## config.mk

```make
export PLATFORM = sky130hd
export DESIGN_NAME = regfile_issue_ctrl_flat
export DESIGN_NICKNAME = d
export VERILOG_FILES = /design/src/rtl/regfile_issue_ctrl_if.sv /design/src/rtl/regfile_issue_ctrl.sv /design/src/flat_wrapper.sv
export SDC_FILE = /design/constraint.sdc
export NUM_CORES = 1
export LEC_CHECK = 0
export CORE_MARGIN = 4
export CORE_UTILIZATION = 33
export DETAILED_ROUTE_END_ITERATION = 10
export PLACE_DENSITY = 0.66
export SLEW_MARGIN = 40
export SYNTH_ARGS = -nofsm -noshare
export SYNTH_HDL_FRONTEND = slang
export SYNTH_SLANG_ARGS = --single-unit
```

## constraint.sdc

```tcl
create_clock -name clk -period 2.8 [get_ports clk]
set_input_delay 0.28 -clock clk [delete_from_list [all_inputs] [get_ports clk]]
set_output_delay 0.28 -clock clk [all_outputs]
set_load 0.05 [all_outputs]
```

## src/rtl/regfile_issue_ctrl_if.sv

```systemverilog
// Instruction channel plus register-file read/write bus between the issue controller and its neighbours.
// master = controller side; slave = instruction source and register file.
interface regfile_issue_ctrl_if #(
   parameter int SRCSIZE = 2
);
   localparam int INSTRW = 2 + 3*SRCSIZE;

   logic                instr_valid;
   logic                instr_ready;
   logic [INSTRW-1:0]   instr;
   logic [SRCSIZE-1:0]  rf_src1;
   logic [SRCSIZE-1:0]  rf_src2;
   logic [7:0]          rf_regA;
   logic [7:0]          rf_regB;
   logic [SRCSIZE-1:0]  rf_dst;
   logic [7:0]          rf_data;
   logic                rf_write;

   modport master (
      input  instr_valid, instr, rf_regA, rf_regB,
      output instr_ready, rf_src1, rf_src2, rf_dst, rf_data, rf_write
   );

   modport slave (
      output instr_valid, instr, rf_regA, rf_regB,
      input  instr_ready, rf_src1, rf_src2, rf_dst, rf_data, rf_write
   );
endinterface

```

## src/rtl/regfile_issue_ctrl.sv

```systemverilog
// Register-file issue controller: IDLE->READ->EXEC->WB, accept to write strobe 3 cycles, one instruction per 4 cycles.
// instr_ready is low while an instruction is in flight; optional STATUS_FLAGS_EN adds flag_z/flag_c.
module regfile_issue_ctrl #(
   parameter int SRCSIZE  = 2,
   parameter int ZERO_REG = 3
) (
   input  logic                 clk,
   input  logic                 rst,
   regfile_issue_ctrl_if.master bus,
   output logic                 busy,
   output logic                 done,
   output logic [7:0]           retired
`ifdef STATUS_FLAGS_EN
   ,
   output logic                 flag_z,
   output logic                 flag_c
`endif
);
   localparam int INSTRW = 2 + 3*SRCSIZE;
   localparam logic [SRCSIZE-1:0] ZREG = SRCSIZE'(ZERO_REG);

   typedef enum logic [1:0] {IDLE, READ, EXEC, WB} state_t;

   state_t              state;
   state_t              state_nxt;
   logic                accept;
   logic [INSTRW-1:0]   instr_q;
   logic [7:0]          op_a;
   logic [7:0]          op_b;
   logic [7:0]          result;
   logic [7:0]          alu_res;

   logic [1:0]          op;
   logic [SRCSIZE-1:0]  dst;
   logic [SRCSIZE-1:0]  src1;
   logic [SRCSIZE-1:0]  src2;

   assign op   = instr_q[INSTRW-1 -: 2];
   assign dst  = instr_q[3*SRCSIZE-1 -: SRCSIZE];
   assign src1 = instr_q[2*SRCSIZE-1 -: SRCSIZE];
   assign src2 = instr_q[SRCSIZE-1:0];

   // Addresses and write data come straight from registers, so every bus output is registered.
   assign bus.rf_src1 = src1;
   assign bus.rf_src2 = src2;
   assign bus.rf_dst  = dst;
   assign bus.rf_data = result;

   always_comb begin
      state_nxt = state;
      accept    = 1'b0;
      case (state)
         IDLE: begin
            if (bus.instr_valid && bus.instr_ready) begin
               accept    = 1'b1;
               state_nxt = READ;
            end
         end
         READ:    state_nxt = EXEC;
         EXEC:    state_nxt = WB;
         default: state_nxt = IDLE;
      endcase
   end

   always_comb begin
      alu_res = 8'd0;
      case (op)
         2'b00:   alu_res = op_a + op_b;
         2'b01:   alu_res = op_a - op_b;
         2'b10:   alu_res = op_a & op_b;
         default: alu_res = op_a;
      endcase
   end

`ifdef STATUS_FLAGS_EN
   logic [8:0] add_full;
   logic       alu_c;

   assign add_full = {1'b0, op_a} + {1'b0, op_b};

   always_comb begin
      alu_c = 1'b0;
      case (op)
         2'b00:   alu_c = add_full[8];
         2'b01:   alu_c = (op_a < op_b);
         default: alu_c = 1'b0;
      endcase
   end
`endif

   always_ff @(posedge clk) begin
      if (rst) begin
         state           <= IDLE;
         instr_q         <= '0;
         op_a            <= 8'd0;
         op_b            <= 8'd0;
         result          <= 8'd0;
         retired         <= 8'd0;
         busy            <= 1'b0;
         done            <= 1'b0;
         bus.instr_ready <= 1'b1;
         bus.rf_write    <= 1'b0;
`ifdef STATUS_FLAGS_EN
         flag_z          <= 1'b0;
         flag_c          <= 1'b0;
`endif
      end else begin
         state           <= state_nxt;
         bus.instr_ready <= (state_nxt == IDLE);
         busy            <= (state_nxt != IDLE);
         done            <= (state_nxt == WB);
         // Writes to the hard-wired zero register are dropped, but done still pulses.
         bus.rf_write    <= (state_nxt == WB) && (dst != ZREG);
         if (accept) begin
            instr_q <= bus.instr;
         end
         if (state == READ) begin
            op_a <= bus.rf_regA;
            op_b <= bus.rf_regB;
         end
         if (state == EXEC) begin
            result <= alu_res;
`ifdef STATUS_FLAGS_EN
            flag_z <= (alu_res == 8'd0);
            flag_c <= alu_c;
`endif
         end
         if (state == WB) begin
            retired <= retired + 8'd1;
         end
      end
   end
endmodule

```

## src/flat_wrapper.sv

```systemverilog
// flat-port wrapper written by rule: the top's interface ports become plain ports
module regfile_issue_ctrl_flat 
#(
   parameter int SRCSIZE  = 2,
   parameter int ZERO_REG = 3
)
  (clk, rst, busy, done, retired, bus_instr_valid, bus_instr, bus_rf_regA, bus_rf_regB, bus_instr_ready, bus_rf_src1, bus_rf_src2, bus_rf_dst, bus_rf_data, bus_rf_write);
  regfile_issue_ctrl_if #(.SRCSIZE(SRCSIZE)) bus_i ();
  input  logic clk;
  input  logic rst;
  output logic busy;
  output logic done;
  output logic [7:0] retired;
  input wire logic [$bits(bus_i.instr_valid)-1:0] bus_instr_valid;
  input wire logic [$bits(bus_i.instr)-1:0] bus_instr;
  input wire logic [$bits(bus_i.rf_regA)-1:0] bus_rf_regA;
  input wire logic [$bits(bus_i.rf_regB)-1:0] bus_rf_regB;
  output wire logic [$bits(bus_i.instr_ready)-1:0] bus_instr_ready;
  output wire logic [$bits(bus_i.rf_src1)-1:0] bus_rf_src1;
  output wire logic [$bits(bus_i.rf_src2)-1:0] bus_rf_src2;
  output wire logic [$bits(bus_i.rf_dst)-1:0] bus_rf_dst;
  output wire logic [$bits(bus_i.rf_data)-1:0] bus_rf_data;
  output wire logic [$bits(bus_i.rf_write)-1:0] bus_rf_write;
  assign bus_i.instr_valid = bus_instr_valid;
  assign bus_i.instr = bus_instr;
  assign bus_i.rf_regA = bus_rf_regA;
  assign bus_i.rf_regB = bus_rf_regB;
  assign bus_instr_ready = bus_i.instr_ready;
  assign bus_rf_src1 = bus_i.rf_src1;
  assign bus_rf_src2 = bus_i.rf_src2;
  assign bus_rf_dst = bus_i.rf_dst;
  assign bus_rf_data = bus_i.rf_data;
  assign bus_rf_write = bus_i.rf_write;
  regfile_issue_ctrl #(.SRCSIZE(SRCSIZE), .ZERO_REG(ZERO_REG)) u_core (.clk(clk), .rst(rst), .bus(bus_i), .busy(busy), .done(done), .retired(retired));
endmodule
```

==> results.md <==
- Status: completed
- Clock transition at path regs: 0.08 ns
- Number of max-cap violations: 0
- Hold Path End: u_core.instr_q[2]$_SDFFE_PP0P_
- Chip width: 92.29 µm
- Final hold viol count: 0
- DR vias: 1893
- Vias per cell: 4.663
- Finished Layout Cells: 406
- Worst path arrival time: approximately 2.7 ns
- Slew @ Worst Pin: 0.6294 ns
- Most frequent cells in the layout: clkdlybuf4s50_1 (52), dfxtp_1 (46), nor2_1 (39), nand2_1 (22), mux2i_1 (20)
- DRT Pass-1 Iters: 4
- R2R cell count: 9
- DIE AREA: 0.008517 mm²
- GRT Util Overall: 12.93%
- Post-synthesis net count: 307
- CTS resizes: 0
- Inserted Clock Buffers: 5
- Critical Path Sink Type: flip-flop
- Initial antenna violation count: 0
- Worst reg2reg setup slack: 0.36 ns
- Hold Path Class: flip-flop to flip-flop
- DRC errors left: 0
- Antenna cells: 0
- Vias in the first global route: about 1900
- Synth-to-Final Area Change: 29.24%
- First DRT Iteration DRCs: 49
- DP HPWL: 3.874 mm
- Req. time, crit path: 3.04 ns
- Top-area cell type share of the netlist area: 39.27%
- Ys async rst share: 0%
- Unrepaired setup endpoints after global routing: no
- Hold buffers post-CTS: 0
- Design area: 0.003030 mm²
- Total power density per cell area: 1089 mW/mm²
- Routed Antenna Nets: 0
- Crit-path max FO: 5
- H-tree levels: 2
- Post-synth EDFFs: 0
- Critical path class: flip-flop to flip-flop
- Core Rows: 30
- Area contributors post-synth: dfxtp_1 (39%), mux2i_1 (8.5%), ha_1 (8.0%), nor2_1 (6.2%), nand2_1 (3.5%)
- CP peak stage delay: roughly 0.45 ns
- Placed insts: slightly below 400
- Period utilization: 87.29%
- Postcts setup bufs: 0
- Max Freq: 409.2 MHz
- Fin. max-slew vios: 0
- Final #Nets: 352
- WHS: 0.4546 ns
- Worst-Skew Late Latency: 0.30 ns
- Static Leak: 1.123 nW
- Initial Util: approximately 34%
- Hold Path Depth: 2
- Cell taking the most area after synthesis: dfxtp_1
- PnR worst setup slack: between 0.3 and 0.4 ns
- Place WS: 0.3875 ns
- Most used DFF post-synth: dfxtp_1
- Setup TNS: 0 ns
- Num Clock Sinks: 46
- Port Buffers: 52
- Rel. slew slack: 58.04%
- I/O pin count: 53
- Worst vdd ir: between 400 and 500 µV
- CTS tree: yes
- Yosys warns: 0
- Type of origin of the critical path: flip-flop
- Gr ovfl total: 0
- First-pass GRT wire length: ~9 mm
- Core area: 0.006832 mm²
- Syn Inst Count: ~260
- Share of cells above drive strength 1: 5.806%
- Hold Startpoint: u_core.instr_q[2]$_SDFFE_PP0P_
- Setup-failing EPs final: 0
- Die H: 92.29 µm
- Clock root buffer: clkbuf_8
- Routability Congestion: about 0.8
- Worst-path cell chain: inv_1, ha_1, mux2_2, fa_1, nor2b_4, o21a_1, o211ai_1, a2111o_1, nand3_1
- Post-synth cell types: 42
- Register bit total from synthesis: 46
- Worst path slowest cell: fa_1
- Largest net degree at the start of global routing: 20
- WL/cell: ~13 µm
- Placed inst area: 0.002920 mm²
- Commonest non-fill, non-tap cell in the layout: clkdlybuf4s50_1
- Mapped Area: 0.002345 mm²
- Worst clock skew: 0.009706 ns
- Reg2reg start: u_core.op_b[0]$_SDFFE_PP0N_
- Avg Cell Area, Syn: 8.882 µm²
- Longest Clk Path Bufs: 2
- Final WL: about 5.3 mm
- R2r endpoint: u_core.bus.rf_data[6]$_SDFFE_PP0N_
- Sequential area share after synthesis: 39.27%
- Minimum clock period: 2.444 ns
## registers in the layout (all words and copies together) (netlist names)
signal	flops
u_core.bus.instr_ready	1
u_core.bus.rf_data	8
u_core.bus.rf_write	1
u_core.busy	1
u_core.done	1
u_core.instr_q	8
u_core.op_a	8
u_core.op_b	8
u_core.retired	8
u_core.state	2
## layout make-up
type | count | area [µm²]
timing repair buffer | 58 | 565.5
clock inverter | 2 | 37.54
fill | 700 | 3801
sequential | 46 | 920.9
multi-input combinational | 190 | 1284
inverter | 8 | 30.03
clock buffer | 6 | 72.57
tap | 96 | 120.1
## power breakdown
part	switching (W)	internal, W
registers	0.000131	0.000817
clock network	0.000223	0.000266
logic	0.00110	0.000769
total	0.00145	0.00185
## how the worst max path moves through the flow
stage	startpoint	to	cells past startpoint
after floorplan	u_core.instr_q[6]$_SDFFE_PP0P_	u_core.bus.rf_data[6]$_SDFFE_PP0N_	10
after global placement	u_core.op_b[0]$_SDFFE_PP0N_	u_core.bus.rf_data[6]$_SDFFE_PP0N_	9
after detailed placement	u_core.op_b[0]$_SDFFE_PP0N_	u_core.bus.rf_data[6]$_SDFFE_PP0N_	9
after CTS	u_core.op_b[0]$_SDFFE_PP0N_	u_core.bus.rf_data[6]$_SDFFE_PP0N_	9
after global routing	u_core.op_b[0]$_SDFFE_PP0N_	u_core.bus.rf_data[6]$_SDFFE_PP0N_	9
final	u_core.op_b[0]$_SDFFE_PP0N_	u_core.bus.rf_data[6]$_SDFFE_PP0N_	9
## cell families after synthesis
family,Yosys count,synth area share (%)
buffers and inverters,28,5.976
xor gates and xnor gates,12,4.482
AOI/OAI and AO/OA,52,14.94
and+or+nand+nor,89,17.45
muxes,21,9.018
adders and majority gates,16,8.858
DFF,46,39.27
## through the flow
step / total power (W) / utilization (%)
2_1_floorplan: 0.002381 / -
3_3_place_gp: 0.002786 / 42.75
3_5_place_dp: 0.002822 / 42.75
4_1_cts: 0.003328 / 44.36
5_1_grt: 0.003566 / 44.36
6_report: 0.003301 / 44.36
## synth_stat cells, types with 2 or more instances
| library cell | count |
|---|---|
| nand2b_1 | 3 |
| nor3_1 | 5 |
| nor2_1 | 39 |
| nor2b_1 | 3 |
| o211ai_1 | 11 |
| buf_2 | 7 |
| o311a_1 | 2 |
| nand3_1 | 5 |
| xnor2_1 | 7 |
| dfxtp_1 | 46 |
| o21bai_1 | 2 |
| o21a_1 | 2 |
| inv_1 | 8 |
| clkbuf_1 | 4 |
| nand4_1 | 3 |
| o21ai_0 | 7 |
| a211oi_1 | 3 |
| mux2i_1 | 20 |
| and3_1 | 2 |
| a21oi_1 | 16 |
| xor2_1 | 5 |
| buf_4 | 7 |
| buf_1 | 2 |
| ha_1 | 15 |
| or3_1 | 2 |
| nand2_1 | 22 |
## per-layer routing
layer / routed length, µm / global-route usage, % / vias to the layer above
li1: - / - / 1002
met1: 2576 / 17.10 / 838
met2: 2371 / 20.62 / 49
met3: 294 / 3.331 / 4
met4: 48 / 4.084 / 0
met5: 0 / 0 / -
## critical path, delay by kind of cell, from the launching register on
| kind | cells | cell delay, ns |
|---|---|---|
| buffers and inverters | 1 | 0.07 |
| adders and majority gates | 2 | 0.74 |
| DFF | 1 | 0.41 |
| muxes | 1 | 0.29 |
| AOI/OAI and AO/OA | 3 | 0.66 |
| and+or+nand+nor | 2 | 0.22 |
No activity file was read; power rests on OpenSTA's default activity.
